File: src/rtl/in_filter_pkg.sv
// Shared defaults and helpers for the in_filter input conditioning stage.
package in_filter_pkg;

    localparam int IN_FILTER_SYNC_STAGES = 2;
    localparam int IN_FILTER_LEN         = 4;
    localparam int IN_FILTER_CNT_W       = 8;

    // A filter length of 1 still needs a 1-bit counter to keep the compare well formed.
    function automatic int fc_width(input int filter_len);
        int w;
        w = $clog2(filter_len);
        return (w < 1) ? 1 : w;
    endfunction

endpackage

File: src/rtl/in_filter_sync.sv
// Plain flop chain that brings the raw asynchronous level into the clk domain.
module sync_chain
    import in_filter_pkg::*;
#(
    parameter int SYNC_STAGES = IN_FILTER_SYNC_STAGES
) (
    input  logic clk,
    input  logic rst,
    input  logic d,
    output logic q
);

    logic [SYNC_STAGES-1:0] r_sync;

    // Only r_sync[0] may go metastable; nothing sits between the stages.
    always_ff @(posedge clk or posedge rst) begin
        if (rst) begin
            r_sync <= '0;
        end else begin
            r_sync <= {r_sync[SYNC_STAGES-2:0], d};
        end
    end

    assign q = r_sync[SYNC_STAGES-1];

endmodule

File: src/rtl/in_filter.sv
// Synchronizes and deglitches an async level, producing a clean level and rise/fall strobes.
// Define IN_FILTER_EDGE_CNT_EN to build the saturating edge counter with cnt_clr/edge_cnt.
module in_filter
    import in_filter_pkg::*;
#(
    parameter int SYNC_STAGES = IN_FILTER_SYNC_STAGES,
    parameter int FILTER_LEN  = IN_FILTER_LEN,
    parameter int CNT_W       = IN_FILTER_CNT_W
) (
    input  logic             clk,
    input  logic             rst,
    input  logic             in,
`ifdef IN_FILTER_EDGE_CNT_EN
    input  logic             cnt_clr,
    output logic [CNT_W-1:0] edge_cnt,
`endif
    output logic             out,
    output logic             rise,
    output logic             fall
);

    localparam int FC_W = fc_width(FILTER_LEN);
    localparam logic [FC_W-1:0] FC_LAST = FC_W'(FILTER_LEN - 1);

    logic            w_s;
    logic            w_next_out;
    logic [FC_W-1:0] w_next_fc;
    logic [FC_W-1:0] r_fc;
    logic            r_out;
    logic            r_rise;
    logic            r_fall;

    sync_chain #(
        .SYNC_STAGES(SYNC_STAGES)
    ) u_sync (
        .clk(clk),
        .rst(rst),
        .d  (in),
        .q  (w_s)
    );

    // out only follows s after FILTER_LEN consecutive cycles of disagreement.
    always_comb begin
        w_next_out = r_out;
        w_next_fc  = '0;
        if (w_s != r_out) begin
            if (r_fc == FC_LAST) begin
                w_next_out = w_s;
            end else begin
                w_next_fc = r_fc + 1'b1;
            end
        end
    end

    always_ff @(posedge clk or posedge rst) begin
        if (rst) begin
            r_fc   <= '0;
            r_out  <= 1'b0;
            r_rise <= 1'b0;
            r_fall <= 1'b0;
        end else begin
            r_fc   <= w_next_fc;
            r_out  <= w_next_out;
            r_rise <= w_next_out & ~r_out;
            r_fall <= ~w_next_out & r_out;
        end
    end

    assign out  = r_out;
    assign rise = r_rise;
    assign fall = r_fall;

`ifdef IN_FILTER_EDGE_CNT_EN
    logic [CNT_W-1:0] r_edge_cnt;

    // Clear takes priority, so an event in the clearing cycle is dropped.
    always_ff @(posedge clk or posedge rst) begin
        if (rst) begin
            r_edge_cnt <= '0;
        end else if (cnt_clr) begin
            r_edge_cnt <= '0;
        end else if ((r_rise | r_fall) && (r_edge_cnt != '1)) begin
            r_edge_cnt <= r_edge_cnt + 1'b1;
        end
    end

    assign edge_cnt = r_edge_cnt;
`else
    // CNT_W only matters when the counter is built; keep it referenced here.
    if (CNT_W < 1) begin : g_cnt_w_unused
    end
`endif

endmodule

File: config.mk
export PLATFORM = sky130hd
export DESIGN_NAME = in_filter
export DESIGN_NICKNAME = d
export VERILOG_FILES = /design/src/rtl/in_filter_pkg.sv /design/src/rtl/in_filter_sync.sv /design/src/rtl/in_filter.sv
export SDC_FILE = /design/constraint.sdc
export NUM_CORES = 1
export LEC_CHECK = 0
export BUFFER_PORTS_ARGS = -buffer_cell sky130_fd_sc_hd__buf_2
export CORE_AREA = 2 2 39 41
export CTS_CLUSTER_DIAMETER = 100
export DETAILED_ROUTE_END_ITERATION = 8
export DIE_AREA = 0 0 41 43
export GPL_TIMING_DRIVEN = 0
export HOLD_SLACK_MARGIN = 0.08
export PLACE_DENSITY = 0.42
export SYNTH_ARGS = -nofsm -noshare
export SYNTH_HDL_FRONTEND = slang
export SYNTH_SLANG_ARGS = --single-unit
File: constraint.sdc
create_clock -name clk -period 2.86 [get_ports clk]
set_clock_uncertainty 0.2 [all_clocks]
set_input_delay 0.429 -clock clk [delete_from_list [all_inputs] [get_ports clk]]
set_output_delay 0.429 -clock clk [all_outputs]
set_load 0.005 [all_outputs]
==> metrics.md <==
| Metric | Value |
|---|---|
| Outcome | `finished, final reports clean` |
| Std-Cell Rows | `14` |
| Fin. Hold Viols | `0` |
| CP Cell Sequence | `buf_2` |
| I/O Pins | `6` |
| Post-Syn Nets | `21` |
| RSZ-0062 raised after global routing | `false` |
| Synthesized flop and latch total | `7` |
| Worst slew margin | `82.7%` |
| Design area | `333 um2` |
| Crit path from | `out$_DFF_PP0_` |
| Vias | `150` |
| Clock latency on the worst-skew pair | `around 0.25 ns` |
| Number of DRC markers in iteration 0 | `0` |
| Seq/Total Area, Yosys | `between 70 and 80%` |
| Die Y | `approximately 43 um` |
| Max-cap violations | `0` |
| Master cell of the clock root buffer | `clkbuf_4` |
| Critical path's top delay family | `flip-flops` |
| Critical Path End | `out` |
| Critical path fanouts, max | `4` |
| Initial antenna violation count | `0` |
| Min Tclk post-route | `around 1.4 ns` |
| FFs w/ async S/R, synth | `100%` |
| Final slew viol count | `0` |
| Worst EP arrival | `~0.8 ns` |
| R2R cell count | `2` |
| Worst Setup Path Type | `flip-flop to output port` |
| Cts repair resizes | `0` |
| CP max stage delay | `0.41 ns` |
| HP Start | `u_sync.r_sync[0]$_DFF_PP0_` |
| First-pass GRT wire length | `between 500 and 600 um` |
| Postcts setup bufs | `0` |
| Clock Sinks | `7` |
| Number of distinct library cells after synthesis | `10` |
| Post-synth top cells | `7 x dfrtp_1, 2 x inv_1` |
| I/O Buffers | `5` |
| Critical Path RT | `about 2.2 ns` |
| Worst path depth | `1` |
| Most area-consuming cells after synthesis | `dfrtp_1 73%, ha_1 5.2%, nor3_2 4.2%, xnor2_1 3.6%, inv_1 3.1%` |
| FMAX | `700 MHz` |
| # diodes | `0` |
| Placed cell area | `285 um2` |
| Share of cells above drive strength 1 | `a little over a third` |
| PnR worst setup slack | `roughly 1.4 ns` |
| Routed Wire Length | `about 330 um` |
| Initial Util | `around 17%` |
| Slowest-stage cell, CP | `dfrtp_1` |
| Final net count | `33` |
| ANT nets after route | `0` |
| Worst slew pin tran | `around 0.26 ns` |
| Mapped Avg Cell Area | `around 14 um2` |
| Placer Congestion | `between 0.6 and 0.7` |
| Post-DR vias/cell | `3.41` |
| Buf+Inv Stages, Crit Path | `1` |
| R2R Path Start | `r_fc[0]$_DFF_PP0_` |
| Leakage power | `0.000171 uW` |
| Max VDD drop | `0.000151 V` |
| Hold buffer count at cts | `2` |
| DRT Pass-1 Iters | `1` |
| DR WL/cell | `around 7.5 um` |
| Top-count cell post-synth | `dfrtp_1` |
| Power Density | `824 nW/um2` |
| CTS tree | `yes` |
| Cells after synthesis | `17` |
| Total CTS buffers | `3` |
| Top FF cell, synth | `dfrtp_1` |
| Period utilization | `between 40% and 50%` |
| Crit path capture type | `output port` |
| Vias in the first global route | `160` |
| Max clock buf depth | `2` |
| DRC Markers | `0` |
| Die area | `about 1800 um2` |
| Setup TNS | `0 ns` |
| Crit Reg-Reg Endpoint | `r_fc[1]$_DFF_PP0_` |
| Largest net degree at the start of global routing | `8` |
| Detail Placement HPWL | `267 um` |
| Dpl ws | `~1.7 ns` |
| Clk slew on worst S/H paths | `around 0.060 ns` |
| Worst Hold Class | `flip-flop to flip-flop` |
| R2R Setup Slk | `approximately 1.7 ns` |
| Core area | `about 1400 um2` |
| P&R area growth vs syn | `38.5%` |
| Final setup vio count | `0` |
| Synth Cell Area | `about 240 um2` |
| Yosys Warn Count | `0` |
| H-tree depth | `1` |
| Die W | `just over 40 um` |
| Overflow left after global routing | `0` |
| Cell taking the most area after synthesis | `dfrtp_1` |
| Post-synth EDFFs | `0` |
| Yosys top cell area share | `~73%` |
| Startpoint types | `flip-flop` |
| GRT Util Overall | `5.69%` |
power breakdown:
part	internal [uW]	switching (uW)
registers	120	14.3
logic	28.6	24.9
clock network	51.0	35.4
total	200	74.6
sequential cells by signal, indices dropped and copies added (netlist names):
name and cells:
out 1, fall 1, u_sync.r_sync 2, r_fc 2, rise 1
through the flow:
stage               power [uW]  hold slack [ns]  utilization [%]  instances
floorplan                  170           0.0324                -         17
global placement           185            0.137             20.6         38
detailed placement         189            0.140             20.6         38
CTS                        282            0.153             24.1         44
global route               296            0.155             24.1         44
finish                     274            0.150             24.1         44
logic make-up (layout without fill, tap and decap cells):
group	after synthesis	after routing	synth area share (%)
flip-flops	7	7	72.9
AND/OR/NAND/NOR	5	5	13.0
buffers and inverters	2	13	3.13
adder cells (fa/ha/maj)	1	1	5.21
AO/OA/AOI/OAI	1	1	2.08
XOR/XNOR	1	1	3.65
worst min path at each step:
stage	to	cells past startpoint
2_1_floorplan	fall$_DFF_PP0_	1
3_3_place_gp	u_sync.r_sync[1]$_DFF_PP0_	0
3_5_place_dp	u_sync.r_sync[1]$_DFF_PP0_	0
4_1_cts	u_sync.r_sync[1]$_DFF_PP0_	0
5_1_grt	u_sync.r_sync[1]$_DFF_PP0_	0
6_report	u_sync.r_sync[1]$_DFF_PP0_	0
routing by layer:
layer  up-vias  wire (um)  GRT usage, %
met5         -          0             0
met4         0          0          8.00
met3         0         32          3.14
met2         6        170          7.19
met1        69        130          5.00
li1         75          -             -
layout by cell type (no fill, tap or decap):
master	count
o21ai_0	1
nor3b_1	1
nand2_1	1
clkbuf_4	3
buf_2	5
nor2_1	1
xnor2_1	1
inv_1	2
nor2b_1	1
clkinv_2	1
dfrtp_1	7
dlygate4sd3_1	2
nor3_2	1
ha_1	1
final cells by class:
cell class | count | area (um2)
clock buffer | 3 | 22.5
clock inverter | 1 | 5.00
fill | 153 | 1050
inverter | 2 | 7.51
multi-input combinational | 8 | 57.6
sequential | 7 | 175
tap | 16 | 20.0
timing repair buffer | 7 | 45.0
No activity file was read; power rests on OpenSTA's default activity.
